--- src/rtl/paddle_sampler.sv ---
// Paddle front end: synchronise, optionally filter, and timestamp the first paddle rise per frame against vpos.
// Optional macro PADDLE_FILTER_EN enables the FILTER_LEN consecutive-high acceptance filter.
module paddle_sampler #(
    parameter int unsigned     WIDTH      = 16,
    parameter logic [WIDTH-1:0] MISS_VALUE = '1,
    parameter int unsigned     FILTER_LEN = 4
) (
    input  logic             i_clk,
    input  logic             i_reset,
    input  logic             i_hpaddle,
    input  logic             i_vpaddle,
    input  logic             i_vsync,
    input  logic [WIDTH-1:0] i_vpos,
    output logic [WIDTH-1:0] o_paddle_x,
    output logic [WIDTH-1:0] o_paddle_y,
    output logic             o_hmiss,
    output logic             o_vmiss,
    output logic             o_frame_valid
);

    localparam int unsigned NCH   = 2;
    localparam int unsigned CNT_W = 4;

    if (FILTER_LEN < 1 || FILTER_LEN > 15) begin : g_bad_filter_len
        $error("paddle_sampler: FILTER_LEN must be in 1..15");
    end

    typedef enum logic {
        ARMED    = 1'b0,
        CAPTURED = 1'b1
    } state_t;

    // Channel 0 is horizontal, channel 1 is vertical.
    logic [NCH-1:0]   r_sync1;
    logic [NCH-1:0]   r_sync2;
    logic [NCH-1:0]   r_low_seen;
    logic             r_vld;
    logic             r_vsync;
    logic [NCH-1:0]   w_edge;
    logic             w_boundary;
    state_t           r_state [NCH];
    state_t           w_next  [NCH];
    logic [NCH-1:0]   w_cap_en;
    logic [NCH-1:0]   w_pub_miss;
    logic [WIDTH-1:0] r_cap   [NCH];
    logic [WIDTH-1:0] r_paddle_x;
    logic [WIDTH-1:0] r_paddle_y;
    logic             r_hmiss;
    logic             r_vmiss;
    logic             r_frame_valid;

    // A low must be observed after reset before any rise can count as an edge.
    always_ff @(posedge i_clk or posedge i_reset) begin
        if (i_reset) begin
            r_sync1    <= '0;
            r_sync2    <= '0;
            r_low_seen <= '0;
            r_vld      <= 1'b0;
            r_vsync    <= 1'b0;
        end else begin
            r_sync1    <= {i_vpaddle, i_hpaddle};
            r_sync2    <= r_sync1;
            r_low_seen <= r_low_seen | ({NCH{r_vld}} & ~r_sync1);
            r_vld      <= 1'b1;
            r_vsync    <= i_vsync;
        end
    end

`ifdef PADDLE_FILTER_EN
    logic [CNT_W-1:0] r_cnt [NCH];

    // Saturating count of consecutive synchronised-high cycles.
    always_ff @(posedge i_clk or posedge i_reset) begin
        if (i_reset) begin
            for (int ch = 0; ch < NCH; ch++) r_cnt[ch] <= '0;
        end else begin
            for (int ch = 0; ch < NCH; ch++) begin
                if (!r_sync2[ch]) begin
                    r_cnt[ch] <= '0;
                end else if (r_cnt[ch] != CNT_W'(FILTER_LEN)) begin
                    r_cnt[ch] <= r_cnt[ch] + 1'b1;
                end
            end
        end
    end

    always_comb begin
        w_edge = '0;
        for (int ch = 0; ch < NCH; ch++) begin
            w_edge[ch] = r_sync2[ch] & r_low_seen[ch] & (r_cnt[ch] == CNT_W'(FILTER_LEN - 1));
        end
    end
`else
    logic [NCH-1:0] r_prev;

    always_ff @(posedge i_clk or posedge i_reset) begin
        if (i_reset) r_prev <= '0;
        else         r_prev <= r_sync2;
    end

    assign w_edge = r_sync2 & ~r_prev & r_low_seen;
`endif

    assign w_boundary = i_vsync & ~r_vsync;

    always_ff @(posedge i_clk or posedge i_reset) begin
        if (i_reset) begin
            for (int ch = 0; ch < NCH; ch++) r_state[ch] <= ARMED;
        end else begin
            for (int ch = 0; ch < NCH; ch++) r_state[ch] <= w_next[ch];
        end
    end

    // An edge on the boundary cycle belongs to the new frame.
    always_comb begin
        for (int ch = 0; ch < NCH; ch++) begin
            w_next[ch] = r_state[ch];
            if (w_boundary) begin
                w_next[ch] = w_edge[ch] ? CAPTURED : ARMED;
            end else if (r_state[ch] == ARMED && w_edge[ch]) begin
                w_next[ch] = CAPTURED;
            end
        end
    end

    always_comb begin
        w_cap_en   = '0;
        w_pub_miss = '0;
        for (int ch = 0; ch < NCH; ch++) begin
            w_cap_en[ch]   = w_edge[ch] & (w_boundary | (r_state[ch] == ARMED));
            w_pub_miss[ch] = (r_state[ch] == ARMED);
        end
    end

    always_ff @(posedge i_clk or posedge i_reset) begin
        if (i_reset) begin
            for (int ch = 0; ch < NCH; ch++) r_cap[ch] <= '0;
            r_paddle_x    <= '0;
            r_paddle_y    <= '0;
            r_hmiss       <= 1'b0;
            r_vmiss       <= 1'b0;
            r_frame_valid <= 1'b0;
        end else begin
            for (int ch = 0; ch < NCH; ch++) begin
                if (w_cap_en[ch]) r_cap[ch] <= i_vpos;
            end
            r_frame_valid <= w_boundary;
            if (w_boundary) begin
                r_paddle_x <= w_pub_miss[0] ? MISS_VALUE : r_cap[0];
                r_paddle_y <= w_pub_miss[1] ? MISS_VALUE : r_cap[1];
                r_hmiss    <= w_pub_miss[0];
                r_vmiss    <= w_pub_miss[1];
            end
        end
    end

    assign o_paddle_x    = r_paddle_x;
    assign o_paddle_y    = r_paddle_y;
    assign o_hmiss       = r_hmiss;
    assign o_vmiss       = r_vmiss;
    assign o_frame_valid = r_frame_valid;

endmodule

--- config.mk ---
export PLATFORM = sky130hd
export DESIGN_NAME = paddle_sampler
export DESIGN_NICKNAME = d
export VERILOG_FILES = /design/src/rtl/paddle_sampler.sv
export SDC_FILE = /design/constraint.sdc
export NUM_CORES = 1
export LEC_CHECK = 0
export CORE_UTILIZATION = 56
export DETAILED_ROUTE_END_ITERATION = 6
export PLACE_DENSITY = 0.84
export SLEW_MARGIN = 10
export SYNTH_ARGS = -nofsm -noshare
export SYNTH_HDL_FRONTEND = slang
export SYNTH_SLANG_ARGS = --single-unit
--- constraint.sdc ---
create_clock -name i_clk -period 5 [get_ports i_clk]
set_input_delay 1 -clock i_clk [delete_from_list [all_inputs] [get_ports i_clk]]
set_output_delay 1 -clock i_clk [all_outputs]
set_load 0.1 [all_outputs]
==> results.md <==
* Status: completed
* IO Port Bufs at 55
* Setup violators final at 0
* Post-synthesis sequential area ratio at ~64%
* RSZ-0062 raised after global routing: false
* Clock Skews at between 8 and 9 ps
* Post-Synthesis Cells at between 200 and 250
* Num ports at 56
* Detailed Route WL at ~5700 µm
* Crit-path max cell delay at about 1100 ps
* Max Cap Viol at 0
* Max Clock Freq at between 300 and 400 MHz
* Fin. Hold Viols at 0
* Drt pass-1 iters at 4
* CP max stage cell: clkdlybuf4s50_1
* Static Leak at between 1.5 and 2 nW
* Fin crit period at 2860 ps
* Critical-path cell list: clkdlybuf4s50_1
* Mapped Avg Cell Area at between 10 and 15 µm²
* Initial Util at about three fifths
* Synth cell types at 18
* Worst setup SP type: flop
* DRC viols at 0
* NumNets Final at between 300 and 400
* Final worst setup slack at around 2100 ps
* Global route total overflow at 0
* WP buf/inv at 1
* Initial antenna violation count at 0
* Synth area leaders: dfrtp_1, mux2_4, a31oi_1
* Cell Area, Synth at 3090 µm²
* Worst-Margin Slew at between 1000 and 1500 ps
* HPWL Detailed at between 3000 and 4000 µm
* Tot GR Track Use at 21.6%
* Die area at 5810 µm²
* Met3 routed WL at around 180 µm
* Leading area contributor after synthesis: dfrtp_1
* Cts bufs inserted at 9
* Peak VDD IR at around 0.36 mV
* PD cells at ~540 nW/µm²
* Largest net degree at the start of global routing at between 60 and 70
* Place WS at approximately 2200 ps
* Worst skew pair latency at about 340 ps
* Delay-heaviest family, CP: buffers and inverters
* Total vias in the final route at 1,896
* Crit path arrival time at between 1500 and 2000 ps
* Diode count at 0
* Worst setup path category: flop to output port
* CP Capture Type: output port
* Reg clk slew, reported paths at roughly 80 ps
* Mapped Nets at roughly 260
* Hold_ws at ~390 ps
* Die height at 76.3 µm
* Die width at between 70 and 80 µm
* CTS Hold Bufs at 0
* Clock buffer depth at 2
* Worst hold path type: flop to flop
* Largest fanout on the critical path at 2
* Vias in the first global route at between 1,500 and 2,000
* DR vias/cell at slightly above 5
* H-tree Lvls at 3
* Post-synth top area share at 64.0%
* Required @ worst endpoint at 4000 ps
* Mean routed wirelength per cell at about 15 µm
* CTS sink cnt at 79
* First-pass GRT wire length at 9510 µm
* Period utilisation layout at roughly 57%
* Root Driver: clkbuf_8
* Synthesized flop and latch total at a little under 80
* Wl on met1 at roughly 2800 µm
* Buffer count from post-CTS setup fixing at 0
* CTS tree: done
* Max Slew Vio Count at 0
* Core ar. at between 5000 and 6000 µm²
* Floorplan row count at 26
* Slew headroom at 33.0%
* 1st-iter DRT viols at ~110
* Setup TNS at 0 ps
* Yosys Warn Count at 0
* Post-cts sizing count at 0
* Met2 wire len at 2670 µm
* Area growth syn-to-layout at 23.4%
* ANT nets after route at 0
* RD Place Congestion at between 0.7 and 0.8
* Max Used Layer: met4
* Layout cells sized above 1 at a little under a fifth
flip-flops by register name (all words and copies together) (netlist names), 2 cells and up:
signal      cells
r_cap          32
o_paddle_x     16
o_paddle_y     16
r_low_seen      2
r_prev          2
r_state         2
r_sync1         2
r_sync2         2
kinds of logic after synthesis:
kind of cell	after synthesis	synth area share (%)
AO/OA/AOI/OAI	38	8.35
other	1	0.121
AND/OR/NAND/NOR	41	5.55
flip-flops	79	64.0
multiplexers	32	14.1
buffers and inverters	50	7.86
cells in the final DEF, fill, tap and decap left out, drive strengths merged:
cell,synthesis,routed
a21o,2,2
a21oi,2,2
a31oi,32,32
buf,11,1
clkbuf,3,11
clkdlybuf4s50,0,55
clkinv,0,6
conb,1,1
dfrtp,79,79
inv,36,35
mux2,32,32
nand2,6,6
nand2b,1,1
nand3b,2,2
nor2,32,32
o21ai,2,2
routing by layer:
metal / vias up / track usage [%]
met4: 0 / 10.6
li1: 892 / -
met5: - / 0
met1: 947 / 30.6
met3: 7 / 3.59
met2: 50 / 32.8
final timing paths:
check | startpoint | to | slack (ps) | depth (start not counted)
worst max-delay path | o_paddle_x[11]$_DFFE_PP0P_ | o_paddle_x[11] | 2140 | 1
worst min register to register | r_sync1[1]$_DFF_PP0_ | r_sync2[1]$_DFF_PP0_ | 390 | 0
max in group asynchronous | i_reset | o_paddle_x[9]$_DFFE_PP0P_ | 3010 | 3
worst min-delay path | r_sync1[1]$_DFF_PP0_ | r_sync2[1]$_DFF_PP0_ | 390 | 0
worst max register to register | r_state[0]$_DFFE_PP0P_ | r_cap[14]$_DFFE_PP0P_ | 3080 | 2
min in group asynchronous | i_reset | o_paddle_x[6]$_DFFE_PP0P_ | 1110 | 2
power breakdown:
part	total [mW]	internal, mW	switching, mW
sequential	0.852	0.765	0.0868
combinational	0.772	0.223	0.549
clock	0.428	0.207	0.222
total	2.05	1.20	0.858
synthesized netlist by cell type, drive strengths merged:
master	instances
nand3b	2
a21o	2
dfrtp	79
clkbuf	3
nand2	6
buf	11
o21ai	2
inv	36
a31oi	32
mux2	32
a21oi	2
nor2	32
nand2b	1
conb	1
area by class of cell:
type	instances	area, µm²
clock buffer	11	151
clock inverter	5	32.5
fill	365	1390
inverter	36	136
multi-input combinational	112	868
sequential	79	1980
tap	70	87.6
timing repair buffer	56	558
per-stage QoR:
step / std cells / utilization [%] / power (mW) / instance area [µm²]
6_report: 369 / 73.2 / 2.05 / 3810
4_1_cts: 369 / 73.2 / 2.06 / 3810
3_5_place_dp: 353 / 69.7 / 1.63 / 3630
5_1_grt: 369 / 73.2 / 2.14 / 3810
2_1_floorplan: 241 / - / 1.45 / 3090
3_3_place_gp: 353 / 69.7 / 1.62 / 3630
Note: power is estimated with default switching activity, not from simulation.
